File: config.mk
export PLATFORM = sky130hd
export DESIGN_NAME = matrix_store_module
export DESIGN_NICKNAME = d
export VERILOG_FILES = /design/src/rtl/matrix_store_pkg.sv /design/src/rtl/eight_bit_register_module.sv /design/src/rtl/matrix_store_module.sv
export SDC_FILE = /design/constraint.sdc
export NUM_CORES = 1
export LEC_CHECK = 0
export ABC_CLOCK_PERIOD_IN_PS = 1600
export BUFFER_PORTS_ARGS = -buffer_cell sky130_fd_sc_hd__buf_4
export CORE_AREA = 2 2 125 127
export DETAILED_ROUTE_END_ITERATION = 6
export DIE_AREA = 0 0 127 129
export SYNTH_ARGS = -nofsm -noshare
export SYNTH_HDL_FRONTEND = slang
export SYNTH_SLANG_ARGS = --single-unit
export TNS_END_PERCENT = 10
File: constraint.sdc
create_clock -name clk -period 1.6 [get_ports clk]
set_input_delay 0.08 -clock clk [delete_from_list [all_inputs] [get_ports clk]]
set_output_delay 0.08 -clock clk [all_outputs]
set_load 0.05 [all_outputs]
File: src/rtl/matrix_store_pkg.sv
// matrix_store_pkg
//   Shared constants and element-ordering helpers for the 4x4 matrix
//   store and the matrix element selector. Both blocks use the helpers
//   below, so they agree on which fill index each element has.
package matrix_store_pkg;

    localparam int unsigned ELEM_W   = 8;
    localparam int unsigned DIM      = 4;
    localparam int unsigned NUM_ELEM = DIM * DIM;
    localparam int unsigned CNT_W    = 5;

    typedef enum logic {
        FILL = 1'b0,
        FULL = 1'b1
    } state_t;

    // Fill index for a zero-based (row, column) pair; fill order is row-major.
    function automatic logic [3:0] elem_index(input logic [1:0] row0,
                                              input logic [1:0] col0);
        return {row0, col0};
    endfunction

    // Selector-side address of fill index k: column in [3:2], row in [1:0].
    function automatic logic [3:0] sel_addr(input logic [3:0] k);
        return {k[1:0], k[3:2]};
    endfunction

endpackage

File: src/rtl/eight_bit_register_module.sv
// eight_bit_register_module
//   Element storage register with synchronous reset and load enable.
//   Ports:
//     clk      - rising-edge clock
//     i_reset  - synchronous active-high reset, clears the register to 0
//     i_load   - load i_d on the next rising edge
//     i_d      - data in
//     o_q      - registered data out
module eight_bit_register_module #(
    parameter int unsigned W = 8
) (
    input  logic         clk,
    input  logic         i_reset,
    input  logic         i_load,
    input  logic [W-1:0] i_d,
    output logic [W-1:0] o_q
);

    logic [W-1:0] r_q;

    always_ff @(posedge clk) begin
        if (i_reset) begin
            r_q <= '0;
        end else if (i_load) begin
            r_q <= i_d;
        end
    end

    assign o_q = r_q;

endmodule

File: src/rtl/matrix_store_module.sv
// matrix_store_module
//   Loads a 4x4 matrix of 8-bit elements, one element per accepted cycle
//   of a valid/ready stream, in row-major order. When all sixteen are
//   written the matrix is held with out_valid until out_ack.
//   Ports:
//     clk, reset       - clock, synchronous active-high reset
//     clear            - synchronous abort, same effect as reset
//     in_valid/in_data - element stream input
//     in_ready         - high while filling (decoded from state only)
//     out_valid        - complete matrix is held on a11..a44
//     out_ack          - consumer has taken the matrix (used only when full)
//     count            - elements written in the current fill, 0..16
//     a11..a44         - registered matrix elements
module matrix_store_module
    import matrix_store_pkg::*;
(
    input  logic              clk,
    input  logic              reset,
    input  logic              clear,
    input  logic              in_valid,
    input  logic [ELEM_W-1:0] in_data,
    output logic              in_ready,
    output logic              out_valid,
    input  logic              out_ack,
    output logic [CNT_W-1:0]  count,
    output logic [ELEM_W-1:0] a11, a12, a13, a14,
    output logic [ELEM_W-1:0] a21, a22, a23, a24,
    output logic [ELEM_W-1:0] a31, a32, a33, a34,
    output logic [ELEM_W-1:0] a41, a42, a43, a44
);

    state_t            r_state;
    state_t            w_next_state;
    logic [CNT_W-1:0]  r_count;
    logic [CNT_W-1:0]  w_next_count;
    logic              w_fill;
    logic              w_accept;
    logic              w_ack;
    logic              w_elem_reset;
    logic [ELEM_W-1:0] w_q [NUM_ELEM];

    assign w_fill       = (r_state == FILL);
    assign w_accept     = in_valid && w_fill;
    assign w_ack        = (r_state == FULL) && out_ack;
    assign w_elem_reset = reset || clear;

    always_ff @(posedge clk) begin
        if (reset) begin
            r_state <= FILL;
            r_count <= '0;
        end else begin
            r_state <= w_next_state;
            r_count <= w_next_count;
        end
    end

    always_comb begin
        w_next_state = r_state;
        w_next_count = r_count;
        if (clear) begin
            w_next_state = FILL;
            w_next_count = '0;
        end else if (w_ack) begin
            w_next_state = FILL;
            w_next_count = '0;
        end else if (w_accept) begin
            w_next_count = r_count + CNT_W'(1);
            if (r_count == CNT_W'(NUM_ELEM - 1)) begin
                w_next_state = FULL;
            end
        end
    end

    // Only the element addressed by the current count loads; a write that
    // coincides with clear is dropped because clear also zeroes the element.
    for (genvar k = 0; k < NUM_ELEM; k++) begin : g_elem
        eight_bit_register_module #(
            .W(ELEM_W)
        ) u_reg (
            .clk     (clk),
            .i_reset (w_elem_reset),
            .i_load  (w_accept && (r_count == CNT_W'(k)) && !clear),
            .i_d     (in_data),
            .o_q     (w_q[k])
        );
    end

    assign in_ready  = w_fill;
    assign out_valid = !w_fill;
    assign count     = r_count;

    assign a11 = w_q[elem_index(2'd0, 2'd0)];
    assign a12 = w_q[elem_index(2'd0, 2'd1)];
    assign a13 = w_q[elem_index(2'd0, 2'd2)];
    assign a14 = w_q[elem_index(2'd0, 2'd3)];
    assign a21 = w_q[elem_index(2'd1, 2'd0)];
    assign a22 = w_q[elem_index(2'd1, 2'd1)];
    assign a23 = w_q[elem_index(2'd1, 2'd2)];
    assign a24 = w_q[elem_index(2'd1, 2'd3)];
    assign a31 = w_q[elem_index(2'd2, 2'd0)];
    assign a32 = w_q[elem_index(2'd2, 2'd1)];
    assign a33 = w_q[elem_index(2'd2, 2'd2)];
    assign a34 = w_q[elem_index(2'd2, 2'd3)];
    assign a41 = w_q[elem_index(2'd3, 2'd0)];
    assign a42 = w_q[elem_index(2'd3, 2'd1)];
    assign a43 = w_q[elem_index(2'd3, 2'd2)];
    assign a44 = w_q[elem_index(2'd3, 2'd3)];

endmodule

# Word-level counts from Yosys, hierarchy flattened
# Index checks and enable logic that the tools add are counted.
[word_totals]
reg_bits = 134
output_inout_bits = 135
word_cells = 74
[op_classes]
addsub = 1
eq_ne = 15
n_bitwise = 1
n_reduce_logical = 39
[op_table]
columns = ["op", "n"]
rows = [
  ["5-bit by 4-bit == test with 1-bit output, second input constant", 8],
  ["1-bit logical AND", 34],
  ["5-bit by 3-bit == test with 1-bit output, second input constant", 4],
  ["5-bit by 2-bit == test with 1-bit output, second input constant", 2],
  ["5-bit by 1-bit adder with 5-bit output, second input constant", 1],
  ["5-bit by 1-bit == test with 1-bit output, second input constant", 1],
  ["5-bit zero test", 1],
  ["3-bit OR reduction", 1],
  ["2-bit AND reduction", 1],
  ["1-bit zero test", 1],
  ["1-bit logical OR", 1],
  ["1-bit inverter", 1],
]

# Logic depth before layout (Yosys ltp)
# Gate-level depths: netlist of run 1.
[logic_depth]
word_depth = 4
ltp_mapped = 7
mapped_depth_nobuf = 6

# Cells and area by module
# From an unflattened synthesis of run 1, not the netlist that was laid out.
[unflattened]
cells_unflattened = 478
hier_area_um2 = 5017.3
[by_module_without_submodules]
columns = ["mod", "instances", "cells_per_inst", "area_per_inst_um2"]
rows = [
  ["eight_bit_register_module", 16, 26, 285.3],
  ["matrix_store_module", 1, 62, 452.9],
]

# Worst setup path before layout of run 1
# Ideal clock, no wire load.
[synth_path]
path_type = "flip-flop to flip-flop"
startpoint = "register r_count[1], in the netlist count[1]"
endpoint = "register g_elem[15].u_reg.r_q[7]"
setup_time_ps = 121
t_arrival_ps = 1944
required_ps = 1479
slack_ps = -465
path_stages_with_launch = 8
n_path_buf = 1
period_less_slack_ps = 2065
cell_sequence = "dfxtp_1 ha_1 and3_2 ha_1 clkbuf_1 nand3b_1 nand2_1 a21oi_1"
[synth_via]
elab_chain_cells = 3
[synth_lines]
columns = ["element", "line_no", "source"]
rows = [
  ["start: declaration", "matrix_store_module.sv:34", "logic [CNT_W-1:0] r_count;"],
  ["start signal: assignment", "matrix_store_module.sv:53", "r_count <= w_next_count;"],
  ["5-bit by 4-bit == test with 1-bit output", "matrix_store_module.sv:82", ".i_load (w_accept && (r_count == CNT_W'(k)) && !clear),"],
  ["1-bit logical AND (2 in series)", "matrix_store_module.sv:82", ""],
  ["end signal: assignment", "eight_bit_register_module.sv:25", "r_q <= i_d;"],
  ["end: declaration", "eight_bit_register_module.sv:19", "logic [W-1:0] r_q;"],
]
# Every way passes these cells.
# A chain may end at the register's enable or synchronous reset.

# Worst setup path in the final report of run 1
[layout_path]
startpoint = "register r_count[0], in the netlist count[0]"
endpoint = "register g_elem[0].u_reg.r_q[0]"
[layout_via]
elab_chain_cells = 3
[layout_lines]
columns = ["element", "line_no"]
rows = [
  ["5-bit zero test", "matrix_store_module.sv:82"],
  ["1-bit logical AND (2 in series)", "matrix_store_module.sv:82"],
  ["end signal: assignment", "eight_bit_register_module.sv:25"],
  ["end: declaration", "eight_bit_register_module.sv:19"],
]
# Every way passes these cells.

==> results of run 1 <==
## worst min-delay path, delay by kind of cell
family / cells / cell delay [ns]
buffers and inverters: 1 / 0.16
AND/OR/NAND/NOR: 1 / 0.11
AO/OA/AOI/OAI: 1 / 0.06
## per-layer routing
| metal | vias to the layer above | GRT usage, % | part of all wire (%) | wire, um |
|---|---|---|---|---|
| met3 | 19 | 6.49 | 7.5 | 1080 |
| met4 | 0 | 5.04 | 1.3 | 191 |
| met5 | - | 0 | 0 | 0 |
| met2 | 133 | 28.3 | 45 | 6520 |
| met1 | 1956 | 23.2 | 46 | 6640 |
| li1 | 2020 | - | - | - |
## report_power, final
group          switching, mW  internal [mW]
Clock                   1.44           2.57
Combinational          0.199          0.116
Sequential           0.00879           3.34
## through the flow
step,setup slack [ns],util [%],setup TNS [ns]
final,0.0873,49.2,0
after global routing,-0.0348,49.2,-0.0947
after CTS,0.00137,49.1,0
after detailed placement,0.0256,44.4,0
after global placement,0.0859,44.4,0
after floorplan,0.00608,-,0
## flip-flops by register name (all words and copies together) (netlist names)
register          cells
g_elem.u_reg.o_q    128
out_valid             1
count                 5
## logic make-up after synthesis
logic type / after synthesis / share of synthesized area, %
adders and majority gates: 6 / 1.45
buffers and inverters: 37 / 3.56
AOI/OAI and AO/OA: 17 / 1.89
and+or+nand+nor: 182 / 17.4
xor gates and xnor gates: 1 / 0.169
muxes: 122 / 23.6
DFF: 134 / 51.9
## area by class of cell
cell class / count / area share, %
Tap cell: 188 / 3.19
Clock inverter: 11 / 2.02
Clock buffer: 20 / 6.33
Inverter: 5 / 0.289
Sequential cell: 134 / 36.6
Multi-Input combinational cell: 328 / 31.8
Timing Repair Buffer: 186 / 19.8
## placed cells by master (no fill, tap or decap), types with 3 or more instances in the layout
cell	netlist	routed
dfxtp_1	134	128
clkbuf_8	1	3
nand2_1	141	141
nand2_2	3	3
clkinvlp_4	0	4
inv_1	5	3
nand3b_1	3	3
ha_1	6	5
clkbuf_16	0	17
nand2_4	3	3
buf_4	3	174
nand3_1	8	8
buf_12	0	3
a21oi_1	11	11
dfxtp_4	0	4
mux2i_1	122	122
dlygate4sd3_1	0	9
nor3b_4	3	3
bufinv_16	0	3
nor2_1	4	3
## what timing repair did
item | in CTS | in global routing
hold buffers | 9 | 0
endpoints found under the hold margin | 13 | 0
gates resized for setup | 0 | 4
endpoints found under the setup margin | 0 | 53
buffers inserted | 0 | 1
## worst min-delay path by stage
stage                   from  depth (start not counted)  slack (ns)         to
floorplan            out_ack                          1        0.19   count[3]
global placement     out_ack                          2        0.34   count[3]
detailed placement   out_ack                          2        0.33   count[3]
CTS                 in_valid                          4        0.06   count[0]
global route        in_valid                          3        0.05  out_valid
finish              in_valid                          3        0.03  out_valid
==> reports/qor.yml, run 1 <==
status: "complete, no violations"
cp_num_cells: 6
htreeDepth: 4
ys_warn_count: 0
cts_tree: "built"
r2r_end: "g_elem[0].u_reg.o_q[0]"
ys_seq_area_share_pct: 51.9
synth_top_area_share_pct: 51.9
synth_ff_type: "dfxtp_1"
peakVddDrop_mv: 0.715
hold_viol: 0
worst_hold_slack_ns: 0.0315
synth_most_common_cell: "nand2_1"
crit_end: "g_elem[0].u_reg.o_q[0]"
dieHeight_um: 129
synth_edf_count: 0
port_buffers: 147
period_share_pct: 94.5
wl_per_cell_um: 16.6
synthCells: 499
drtAntennaViolNets: 0
dp.cells: 831
grt_pass1_vias: 4150
r2r_setup_slack_ns: 0.09
grt_pass1_wl_um: 22600
synth_seq_cells: 134
area_growth_pct: 42.5
syn_nets: 518
total_power_mw: 7.67
instances_no_fill: 872
grt.overflow.total: 0
min_period_ns: 1.51
path_delay_family: "flip-flops"
synth_area_per_cell_um2: 10.4
ioPinCount: 148
drtIter0Drc: 151
maxCapViolations: 0
final_cell_area_um2: 7370
start_util_pct: 34.5
max_freq_mhz: 661
maxSlewHeadroom_pct: 73.1
multi_input_area_um2: 2340
final_layout_size_suffix_gt1_share_pct: 34.8
synth_area_leaders: "dfxtp_1 (52%), mux2i_1 (24%), nand2_1 (10%)"
grt_max_degree: 57
clockRootBuffer: "clkbuf_16"
critical_path.cell_chain: "inv_4, ha_1, nor3b_4, buf_4, nand2_2, mux2i_1"
fp.coreArea_um2: 15000
hpwlAfterDp_um: 10200
drcViolationCount: 0
hp-class: "input pin to flip-flop"
synthArstFlopShare_pct: 0
clock-sinks: 134
yosysTopAreaCell: "dfxtp_1"
dr_total_vias: 4128
num_rows: 45
critPathLaunchType: "flip-flop"
wirelength_um: 14400
p_leak_nw: 3.77
cp_max_fo: 8
grt_antenna_before_repair: 0
cts-buffers-inserted: 17
p_per_area_nw_per_um2: 1040
clk_pin_slew_ns: 0.06
ff2ff_path_depth: 6
arrival_ns: 1.85
r2r-start: "count[0]"
crit_buf_inv: 2
cp.required_ns: 1.93
cts.path.max_buffers: 2
netlist_area_um2: 5170
n_antenna_cell: 0
worst_pin_slew_ns: 0.402
fill_cells: 1353
crit_path_start: "count[0]"
slew_violations: 0
cp_slowest_cell: "dfxtp_4"
end_kind: "flip-flop"
slowest_delay_ns: 0.41
rsz0062_at_grt: "true"
die-area_um2: 16400
seqCellArea_um2: 2700
place.gp.congestion: 0.821
die_x_um: 127
grt.total_usage_pct: 17.9
skew_ns: 0.0101
ys_top_cells_by_count: "nand2_1 (141), dfxtp_1 (134), mux2i_1 (122)"
ys_types: 38
nets: 691
finalSetupViolations: 0
drtPass1Iterations: 4
placed_area_um2: 6640
path_class: "flip-flop to flip-flop"
routed_via_density: 4.73
clock_latency_ns: 0.42
No activity file was read; power rests on OpenSTA's default activity.
==> inputs of run 2 (changes only) <==
ABC_CLOCK_PERIOD_IN_PS = 1900   (was 1600)
clock period = 1.9 ns   (was 1.6 ns; I/O delays follow)
==> run 2 against run 1 <==
  * Worst hold slack lost 0.014 ns
  * Utilization shrank 0.53 points
  * Die area is the same
  * Cell area fell by 1.1%
  * Non-clock buffer count is 11 lower
  * Register-to-register slack better by 0.11 ns
  * Count of clock-buffer cells in the layout unchanged
==> reports/qor.yml, run 2 (same netlist as run 1, synthesis figures left out) <==
cts.path.max_buffers: 2
area_growth_pct: 41.0
place.gp.congestion: 0.795
p_per_area_nw_per_um2: 937
fill_cells: 1368
use_met2_pct: 29.0
end_kind: "flip-flop"
clock-sinks: 134
grt_util_met1_pct: 23.5
min_period_ns: 1.70
dp.cells: 821
die-area_um2: 16400
port_buffers: 147
cts_tree: "built"
critPathLaunchType: "flip-flop"
fin_util_pct: 48.7
drtAntennaViolNets: 0
htreeDepth: 4
dr_total_vias: 4123
most-common-layout-cells: "buf_4 (165), nand2_1 (141), dfxtp_1 (130), mux2i_1 (122), clkbuf_16 (17)"
final_layout_size_suffix_gt1_share_pct: 32.9
hpwlAfterDp_um: 10200
maxSlewHeadroom_pct: 60.9
wl_per_cell_um: 17.0
n_antenna_cell: 0
met3_usage_pct: 6.20
grt_pass1_vias: 4139
grt.total_usage_pct: 18.2
clk_pin_slew_ns: 0.06
rsz0062_at_grt: "false"
skew_ns: 0.00703
grt_busiest_layer: "met2"
cts-buffers-inserted: 17
grt_max_degree: 60
hp-class: "input pin to flip-flop"
hold_viol: 0
hold_depth: 4
instances_no_fill: 862
clock_latency_ns: 0.41
cp.required_ns: 2.17
p_leak_nw: 3.74
drtIter0Drc: 200
status: "complete, no violations"
period_share_pct: 89.4
worst_pin_slew_ns: 0.585
routed_via_density: 4.78
dieHeight_um: 129
ff2ff_path_depth: 5
layout.cells.most_common: "buf_4"
largest_register_ffs: 128
num_rows: 45
ioPinCount: 148
grt.overflow.total: 0
maxCapViolations: 0
drcViolationCount: 0
slew_violations: 0
grt_antenna_before_repair: 0
wirelength_um: 14600
drtPass1Iterations: 4
r2r-start: "count[0]"
hp-start: "reset"
max_freq_mhz: 589
finalSetupViolations: 0
r2r_end: "g_elem[14].u_reg.o_q[7]"
setup_tns_ns: 0
start_util_pct: 34.5
fp.coreArea_um2: 15000
arrival_ns: 1.97
die_x_um: 127
hold-path-endpoint: "g_elem[6].u_reg.o_q[7]"
nets: 680
peakVddDrop_mv: 0.615
cp_max_fo: 8
clockRootBuffer: "clkbuf_16"
path_class: "flip-flop to flip-flop"
grt_pass1_wl_um: 22800
cts_resized: 0
r2r_setup_slack_ns: 0.20
[run 2: cell count changes in the layout (fill, tap and decap cells not counted), sizes merged]
cell      previous run  this run
bufinv               3         6
buf                177       166
clkinvlp             4         1
inv                  6         5
clkinv               3         5
[run 2: critical path: stages (launching register included)]
cell and delay, ns:
dfxtp_2 0.36, inv_1 0.12, ha_1 0.16, nor3b_4 0.32, nand4_2 0.37, mux2i_1 0.21
[run 2: worst max-delay path by stage]
stage | endpoint | startpoint | cells after the start
2_1_floorplan | g_elem[15].u_reg.o_q[7] | count[3] | 7
5_1_grt | g_elem[8].u_reg.o_q[5] | count[0] | 5
4_1_cts | g_elem[14].u_reg.o_q[7] | count[0] | 5
6_report | g_elem[14].u_reg.o_q[7] | count[0] | 5
3_5_place_dp | g_elem[14].u_reg.o_q[7] | count[0] | 5
3_3_place_gp | g_elem[8].u_reg.o_q[7] | count[0] | 5
[run 2: repair_timing]
action | CTS | global route
setup buffers | 0 | 0
endpoints found under the hold margin | 13 | 0
hold buffers | 9 | 0
[run 2: through the flow]
| stage | cell area, um2 | hold WS (ns) | power, mW | setup WS (ns) |
|---|---|---|---|---|
| 6_report | 7290 | 0.0178 | 6.83 | 0.201 |
| 3_5_place_dp | 6520 | 0.348 | 3.13 | 0.230 |
| 3_3_place_gp | 6520 | 0.345 | 3.12 | 0.306 |
| 2_1_floorplan | 5180 | 0.203 | 3.02 | 0.0591 |
| 4_1_cts | 7290 | 0.00484 | 6.90 | 0.191 |
| 5_1_grt | 7290 | 0.0150 | 7.04 | 0.0795 |
[run 2: routing by layer]
metal | vias up | part of all wire (%)
met5 | - | 0
met4 | 0 | 0.83
met3 | 8 | 7.1
met2 | 135 | 46
met1 | 1985 | 46
li1 | 1995 | -
[run 2: final cells by class]
cell class                      count  area, um2  area share (%)
Multi-Input combinational cell    328       2320            31.8
Clock inverter                     12        224            3.07
Clock buffer                       20        457            6.27
Sequential cell                   134       2690            36.9
Inverter                            5       18.8           0.257
Timing Repair Buffer              175       1350            18.5
Tap cell                          188        235            3.23
[run 2: power breakdown]
part	leakage [nW]	total, mW	switching (mW)	internal [mW]
Clock	0.330	3.76	1.22	2.53
Combinational	2.33	0.254	0.168	0.0856
Sequential	1.08	2.82	0.00605	2.82
Total	3.74	6.83	1.40	5.43
==> inputs of run 3 (changes only) <==
ABC_CLOCK_PERIOD_IN_PS = 1800   (was 1900)
CAP_MARGIN = 20   (was default)
clock period = 1.8 ns   (was 1.9 ns; I/O delays follow)
==> run 3 against run 2 <==
  * Cell count rose by 0.12%
  * Sequential power up 6%
  * Via count did not move
  * Power rose by 0.54%
  * Largest power group unchanged
  * Critical path depth unchanged
  * Flip-flop and latch count stayed put
  * Non-clock buffer count grew 1
  * Combinational power up 6%
  * Global-route usage grew 0.084 points
  * Maximum frequency rose by 1.2%
==> reports/qor.yml, run 3 (same netlist as run 1, synthesis figures left out) <==
drtAntennaViolNets: 0
clock_latency_ns: 0.43
drcViolationCount: 0
hp-start: "in_valid"
maxCapViolations: 0
cts_resized: 0
placed_area_um2: 6530
period_share_pct: 93.2
final_layout_size_suffix_gt1_share_pct: 33.0
path_class: "flip-flop to flip-flop"
layout.cells.most_common: "buf_4"
hpwlAfterDp_um: 10100
r2r-start: "count[0]"
grt_antenna_before_repair: 0
grt_max_degree: 60
cp.required_ns: 2.08
hp-class: "input pin to flip-flop"
status: "complete, no violations"
ff2ff_path_depth: 5
clockRootBuffer: "clkbuf_16"
grt_pass1_vias: 4069
peakVddDrop_mv: 0.639
p_per_area_nw_per_um2: 947
hold_viol: 0
die-area_um2: 16400
critPathLaunchType: "flip-flop"
cts_hold_buf: 10
largest_register_ffs: 128
setup_tns_ns: 0
min_period_ns: 1.68
grt.total_usage_pct: 18.3
grt_pass1_wl_um: 22800
total_power_mw: 6.87
maxSlewHeadroom_pct: 63.2
worst_hold_slack_ns: 0.0704
start_util_pct: 34.5
port_buffers: 147
hold_depth: 4
dieHeight_um: 129
routed_via_density: 4.78
n_antenna_cell: 0
die_x_um: 127
grt.overflow.total: 0
clock-sinks: 134
cts-buffers-inserted: 17
place.gp.congestion: 0.761
drtIter0Drc: 229
fp.coreArea_um2: 15000
wl_per_cell_um: 16.9
max_freq_mhz: 596
most-common-layout-cells: "buf_4 (165), nand2_1 (141), dfxtp_1 (129), mux2i_1 (122), clkbuf_16 (17)"
end_kind: "flip-flop"
postCtsSetupBuffers: 0
htreeDepth: 4
r2r_end: "g_elem[14].u_reg.o_q[7]"
hold-path-endpoint: "count[0]"
rsz0062_at_grt: "false"
final_cell_area_um2: 7250
finalSetupViolations: 0
cp_max_fo: 8
slew_violations: 0
skew_ns: 0.0241
cts.path.max_buffers: 2
r2r_setup_slack_ns: 0.12
wirelength_um: 14600
dr_total_vias: 4123
drtPass1Iterations: 4
clk_pin_slew_ns: 0.06
nets: 681
area_growth_pct: 40.3
num_rows: 45
ioPinCount: 148
p_leak_nw: 3.72
cts_tree: "built"
worst_pin_slew_ns: 0.551
arrival_ns: 1.96
## run 3: changes by cell type in the layout (fill, tap and decap cells not counted)
cell           change
clkinv_2           -1
inv_6              +1
bufinv_16          -3
dfxtp_1            -1
clkinvlp_4         +2
clkbuf_8           +2
dfxtp_2            -1
dlygate4sd3_1      +1
clkinv_4           -1
dfxtp_4            +2
## run 3: worst max-delay path by stage
stage                     startpoint                 endpoint  slack, ns  depth (start not counted)
after floorplan             count[2]  g_elem[15].u_reg.o_q[7]       0.02                          7
after global placement      count[0]  g_elem[14].u_reg.o_q[7]       0.20                          5
after detailed placement    count[0]  g_elem[10].u_reg.o_q[7]       0.13                          5
after CTS                   count[0]  g_elem[14].u_reg.o_q[7]       0.12                          5
after global routing        count[1]   g_elem[9].u_reg.o_q[5]       0.03                          5
final                       count[0]  g_elem[14].u_reg.o_q[7]       0.12                          5
## run 3: area by class of cell
cell class / instances / area, um2
well taps: 188 / 235
flip-flops and latches: 134 / 2690
inverters: 5 / 18.8
fillers: 1363 / 7720
clock inverters: 10 / 144
multi-input cells: 328 / 2320
repair buffers: 176 / 1360
clock buffers: 22 / 484
## run 3: report_power, final
part           leakage [nW]  switching, mW  internal [mW]
registers              1.08        0.00638           2.97
clock network         0.299           1.29           2.33
logic                  2.34          0.176         0.0926
total                  3.72           1.48           5.40
## run 3: layer usage
layer	global-route usage [%]	share of wire [%]	vias up
met2	27.4	45	143
met4	5.24	0.56	0
li1	-	-	1999
met3	7.57	8.2	10
met1	24.4	47	1971
met5	0	0	-
## run 3: critical path, stage by stage, from the launching register on
cell	delay [ns]
dfxtp_4	0.37
inv_1	0.11
ha_1	0.17
nor3b_4	0.33
nand4_2	0.36
mux2i_1	0.21
## run 3: per-stage QoR
stage                     worst slack, ns  std cells  util (%)
after floorplan                    0.0232        499         -
after detailed placement            0.134        821      43.6
after global routing               0.0310        863      48.4
final                               0.122        863      48.4
after global placement              0.198        821      43.6
after CTS                           0.117        863      48.4
